### config.mk
export PLATFORM = sky130hd
export DESIGN_NAME = hazard_fwd_ctrl
export DESIGN_NICKNAME = d
export VERILOG_FILES = /design/src/rtl/hazard_fwd_ctrl.sv
export SDC_FILE = /design/constraint.sdc
export NUM_CORES = 1
export LEC_CHECK = 0
export CORE_MARGIN = 2
export CORE_UTILIZATION = 35
export CTS_BUF_LIST = sky130_fd_sc_hd__clkbuf_8
export DETAILED_ROUTE_END_ITERATION = 10
export PLACE_DENSITY = 0.57
export SLEW_MARGIN = 20
export SYNTH_ARGS = -nofsm -noshare
export SYNTH_HDL_FRONTEND = slang
export SYNTH_SLANG_ARGS = --single-unit
### constraint.sdc
create_clock -name clk -period 2.7 [get_ports clk]
set_input_delay 0.54 -clock clk [delete_from_list [all_inputs] [get_ports clk]]
set_output_delay 0.54 -clock clk [all_outputs]
set_load 0.02 [all_outputs]
### src/rtl/hazard_fwd_ctrl.sv
// Hazard detection and forwarding control for a 5-stage in-order pipeline.
// Tracks EX/MEM/WB shadow copies of in-flight instructions to drive stall and operand selects.
module hazard_fwd_ctrl (
    input  logic        clk,
    input  logic        reset,
    input  logic        isForw_ON,
    input  logic        id_valid,
    input  logic [6:0]  id_op,
    input  logic [4:0]  id_rs1,
    input  logic [4:0]  id_rs2,
    input  logic [4:0]  id_rd,
    input  logic        flush,
    output logic        stall,
    output logic [1:0]  forwA,
    output logic [1:0]  forwB,
    output logic [15:0] stall_cnt
);

    localparam logic [6:0] R_TYPE  = 7'b0110011;
    localparam logic [6:0] I_IMM   = 7'b0010011;
    localparam logic [6:0] I_LOAD  = 7'b0000011;
    localparam logic [6:0] S_TYPE  = 7'b0100011;
    localparam logic [6:0] B_TYPE  = 7'b1100011;
    localparam logic [6:0] J_JAL   = 7'b1101111;
    localparam logic [6:0] I_JALR  = 7'b1100111;
    localparam logic [6:0] U_LUI   = 7'b0110111;
    localparam logic [6:0] U_AUIPC = 7'b0010111;

    localparam logic [1:0]  SEL_RF  = 2'b00;
    localparam logic [1:0]  SEL_MEM = 2'b01;
    localparam logic [1:0]  SEL_WB  = 2'b10;
    localparam logic [15:0] CNT_MAX = 16'hFFFF;

    typedef struct packed {
        logic       valid;
        logic [6:0] op;
        logic [4:0] rs1;
        logic [4:0] rs2;
        logic [4:0] rd;
        logic       regwrite;
        logic       is_load;
    } stage_t;

    function automatic logic f_uses_rs1(input logic [6:0] op);
        case (op)
            R_TYPE, I_IMM, I_LOAD, S_TYPE, B_TYPE, I_JALR: f_uses_rs1 = 1'b1;
            default:                                       f_uses_rs1 = 1'b0;
        endcase
    endfunction

    function automatic logic f_uses_rs2(input logic [6:0] op);
        case (op)
            R_TYPE, S_TYPE, B_TYPE: f_uses_rs2 = 1'b1;
            default:                f_uses_rs2 = 1'b0;
        endcase
    endfunction

    function automatic logic f_regwrite(input logic [6:0] op);
        case (op)
            R_TYPE, I_IMM, I_LOAD, J_JAL, I_JALR, U_LUI, U_AUIPC: f_regwrite = 1'b1;
            default:                                              f_regwrite = 1'b0;
        endcase
    endfunction

    // A producer in stage s supplies source src only if it really writes a non-x0 register.
    function automatic logic f_match(input stage_t s, input logic [4:0] src, input logic used);
        f_match = used && s.valid && s.regwrite && (s.rd != 5'd0) && (s.rd == src);
    endfunction

    stage_t      r_ex;
    stage_t      r_mem;
    stage_t      r_wb;
    logic [15:0] r_stall_cnt;

    stage_t      w_id_dec;
    logic        w_id_use1;
    logic        w_id_use2;
    logic        w_ex_use1;
    logic        w_ex_use2;
    logic        w_haz_fwd;
    logic        w_haz_ilk;
    logic        w_hazard;
    logic        w_stall;
    logic [1:0]  w_forw_a;
    logic [1:0]  w_forw_b;
    logic        w_unused_fields;

    always_comb begin
        w_id_dec          = '0;
        w_id_dec.valid    = id_valid;
        w_id_dec.op       = id_op;
        w_id_dec.rs1      = id_rs1;
        w_id_dec.rs2      = id_rs2;
        w_id_dec.rd       = id_rd;
        w_id_dec.regwrite = f_regwrite(id_op);
        w_id_dec.is_load  = (id_op == I_LOAD);
    end

    assign w_id_use1 = id_valid && f_uses_rs1(id_op);
    assign w_id_use2 = id_valid && f_uses_rs2(id_op);

    // With forwarding only a load still in EX cannot be bypassed; without it
    // anything in EX or MEM must drain to the write-before-read register file.
    always_comb begin
        w_haz_fwd = r_ex.is_load &&
                    (f_match(r_ex, id_rs1, w_id_use1) || f_match(r_ex, id_rs2, w_id_use2));
        w_haz_ilk = f_match(r_ex,  id_rs1, w_id_use1) || f_match(r_ex,  id_rs2, w_id_use2) ||
                    f_match(r_mem, id_rs1, w_id_use1) || f_match(r_mem, id_rs2, w_id_use2);
        w_hazard  = isForw_ON ? w_haz_fwd : w_haz_ilk;
    end

    assign w_stall = w_hazard && !flush;

    assign w_ex_use1 = r_ex.valid && f_uses_rs1(r_ex.op);
    assign w_ex_use2 = r_ex.valid && f_uses_rs2(r_ex.op);

    // MEM holds the younger result, so it wins over WB.
    always_comb begin
        w_forw_a = SEL_RF;
        w_forw_b = SEL_RF;
        if (isForw_ON) begin
            if (f_match(r_mem, r_ex.rs1, w_ex_use1)) begin
                w_forw_a = SEL_MEM;
            end else if (f_match(r_wb, r_ex.rs1, w_ex_use1)) begin
                w_forw_a = SEL_WB;
            end
            if (f_match(r_mem, r_ex.rs2, w_ex_use2)) begin
                w_forw_b = SEL_MEM;
            end else if (f_match(r_wb, r_ex.rs2, w_ex_use2)) begin
                w_forw_b = SEL_WB;
            end
        end
    end

    always_ff @(posedge clk) begin
        if (reset) begin
            r_ex  <= '0;
            r_mem <= '0;
            r_wb  <= '0;
        end else begin
            r_wb  <= r_mem;
            r_mem <= r_ex;
            if (w_stall || flush) begin
                r_ex <= '0;
            end else begin
                r_ex <= w_id_dec;
            end
        end
    end

    always_ff @(posedge clk) begin
        if (reset) begin
            r_stall_cnt <= 16'd0;
        end else if (w_stall && (r_stall_cnt != CNT_MAX)) begin
            r_stall_cnt <= r_stall_cnt + 16'd1;
        end
    end

    // Fields carried for pipeline visibility but not consumed by this stage's logic.
    assign w_unused_fields = ^{r_mem.rs1, r_mem.rs2, r_mem.is_load,
                               r_wb.op, r_wb.rs1, r_wb.rs2, r_wb.is_load};

    assign stall     = w_stall;
    assign forwA     = w_forw_a;
    assign forwB     = w_forw_b;
    assign stall_cnt = r_stall_cnt;

endmodule

==> impl_metrics.py <==
metrics = {
    "finish": {
        "fillCellCount": 698,
        "postLayoutCoreUtil_pct": 48.5,
        "seqCellArea_mm2": 0.00110,
        "nets": 377,
        "multiInputGateArea_mm2": 0.00147,
        "drive_above_1_share_pct": 19.5,
        "diodes": 0,
        "final_area_mm2": 0.00348,
        "area_growth_pct": 35.3,
    },
    "synthesis": {
        "yosys_warnings": 0,
        "syn_inst": 271,
        "ys_types": 41,
        "yosysSeqAreaShare_pct": 42.8,
        "synth_xor_area_share_pct": 15.3,
        "synthesis.area_mm2": 0.00257,
        "synth_area_leader_cell": "dfxtp_1",
        "synthSimpleGateAreaFrac_pct": 27.4,
        "ys_ff_latch": 55,
        "async_reset_ff_share_pct": 0,
        "synth_top_area_share_pct": 42.8,
        "synth.most_common_cell": "dfxtp_1",
        "synth_compound_gate_area_share_pct": 11.2,
        "synthAdderAreaFrac_pct": 0.486,
        "synth_top_family_by_area": "simple AND/OR/NAND/NOR gates",
        "synth_edf_count": 0,
        "synth_area_leaders": "dfxtp_1 43%, xor2_1 8.5%, xnor2_1 6.8%",
        "ys.flop_type": "dfxtp_1",
        "synth_nets": 299,
        "yosys-top-cells-count": "55 x dfxtp_1, 26 x and2_1, 25 x xor2_1",
        "syn_area_per_cell_um2": 9.50,
        "synth.mux.area_fraction_pct": 0.389,
    },
    "clock_tree": {
        "cts_sinks": 55,
        "cts_hold_buf": 0,
        "clockRootBuffer": "clkbuf_8",
        "htree_num_levels": 2,
        "clk_latency_ps": 300,
        "clk_path_buf_depth": 2,
        "cts_buffers": 5,
        "cts_tree": "done",
        "path_clk_slew_ps": 90,
    },
    "detailed_routing": {
        "drc": 0,
        "vias": 2097,
        "met1_length_mm": 2.88,
        "wire_per_inst_um": 13.5,
        "dr_wl_met3_um": 158,
        "wl_met2_mm": 2.85,
        "ant_nets": 0,
        "highest_layer": "met4",
        "first_pass_iters": 4,
        "routed_via_density": 4.68,
        "drtIter0Drc": 79,
        "routed_wl_mm": 6.04,
    },
    "power": {
        "p_leak_nw": 1.41,
        "power_density_mw_per_mm2": 416,
        "ir_drop_uv": 155,
    },
    "status": {
        "outcome": "finished, violations left",
        "violations": "setup timing",
    },
    "global_route": {
        "grt_pass1_wl_mm": 10.0,
        "grt.total_usage_pct": 15.4,
        "grt_pass1_vias": 2065,
        "antenna_found_initial": 0,
        "grt_remaining_overflow": 0,
        "grt_max_degree": 31,
    },
    "placement": {
        "place_hpwl_mm": 4.60,
        "io_buffers": 47,
        "dpl_cell_area_mm2": 0.00333,
        "gp_congestion": 0.785,
    },
    "timing": {
        "grt_setup_unrepaired": "true",
        "fin_tns_setup_ps": -25.3,
        "maxSlewHeadroom_pct": 51.1,
        "fin_skew_ps": 3.22,
        "period_minus_slack_ps": 2730,
        "setup_ws_ps": -25.3,
        "tightest_slew_ps": 731,
        "hold_viol_final": 0,
        "clock.fmax_mhz": 367,
        "setup_viol": 1,
        "hold_ws_ps": 491,
        "slew_violations": 0,
        "period_share_pct": 101,
    },
    "critical_path": {
        "worstPathArrival_ps": 2190,
        "end_kind": "output port",
        "cp-start-kind": "input pin",
        "cp_data_required_time_ps": 2160,
        "cp_max_fo": 2,
        "path_class": "input pin to output port",
    },
    "worst_hold_path": {
        "hp-class": "flip-flop to flip-flop",
    },
    "run": {
        "drv_cap": 0,
    },
    "floorplan": {
        "die_width_um": 89.8,
        "rows": 31,
        "dieArea_mm2": 0.00806,
        "ios": 48,
        "die_h_um": 89.8,
        "initial_core_util_pct": 35.9,
        "fp.coreArea_mm2": 0.00718,
    },
}
## logic make-up (layout without fill, tap and decap cells)
logic type / Yosys count / in the layout
DFF: 55 / 55
xor gates and xnor gates: 45 / 45
and+or+nand+nor: 120 / 120
AOI/OAI and AO/OA: 36 / 36
muxes: 1 / 1
buffers and inverters: 13 / 91
adders and majority gates: 1 / 1
## state kept, by name, summed over array words and instances, names as in the netlist
register,count
stall_cnt,16
r_ex,25
r_wb,7
r_mem,7
## cells in the final DEF (no fill, tap or decap), types with 2 or more instances in the layout
cell / n
dfxtp_1: 55
buf_4: 35
and2_1: 26
xor2_1: 25
clkdlybuf4s50_1: 24
xnor2_1: 20
nor2b_1: 15
nand2_1: 14
dlygate4sd2_1: 14
a21oi_1: 11
nor3_1: 9
o21ai_1: 9
or3_1: 9
nand3_1: 8
nor2_1: 8
clkbuf_8: 6
and3_1: 5
or4_1: 4
nand4_1: 4
or4_4: 4
o2111ai_1: 4
clkbuf_2: 4
a21oi_4: 3
nor4_1: 3
buf_6: 3
nand4b_1: 2
nor2b_4: 2
buf_2: 2
## worst max-delay path, stage by stage
cell and delay [ps]:
buf_6 90, and4bb_1 270, nand4_1 150, or4_4 590, a21oi_4 170, or2_4 130, nor2b_4 130, buf_6 120
## power by group
| part | switching, mW | leakage [nW] | internal, mW |
|---|---|---|---|
| Clock | 0.241 | 0.0470 | 0.202 |
| Sequential | 0.0146 | 0.447 | 0.829 |
| Combinational | 0.0736 | 0.920 | 0.0895 |
## final timing paths
check | start | endpoint | slack (ps) | cells after the start
setup / recovery | id_op[2] | stall | -30 | 8
hold / removal | r_ex[1]$_SDFF_PP0_ | r_mem[1]$_SDFF_PP0_ | 490 | 1
setup reg to reg | r_mem[4]$_SDFF_PP0_ | r_ex[1]$_SDFF_PP0_ | 100 | 8
hold reg to reg | r_ex[1]$_SDFF_PP0_ | r_mem[1]$_SDFF_PP0_ | 490 | 1
## per-stage QoR
step	std cells	setup slack, ps	power (mW)
floorplan	271	89.6	0.936
global placement	433	-883	1.02
detailed placement	433	-940	1.03
CTS	444	-94.7	1.46
global route	448	-128	1.51
finish	448	-25.3	1.45
## metal layers
layer | GRT usage, % | vias to the layer above
li1 | - | 1099
met1 | 19.9 | 953
met2 | 25.0 | 34
met3 | 2.85 | 11
met4 | 7.05 | 0
met5 | 0 | -
## cell type report
cell class                 count  share of cell area [%]
timing repair buffer          83                    20.2
tap                           99                    3.56
sequential                    55                    31.6
clock inverter                 1                   0.144
multi-input combinational    203                    42.1
inverter                       1                   0.108
clock buffer                   6                    2.37
## timing repair
item,CTS,global route
buffers inserted,4,4
endpoints found under the setup margin,7,5
gates resized for setup,43,17
pin swaps,10,12
No activity file was read; power rests on OpenSTA's default activity.
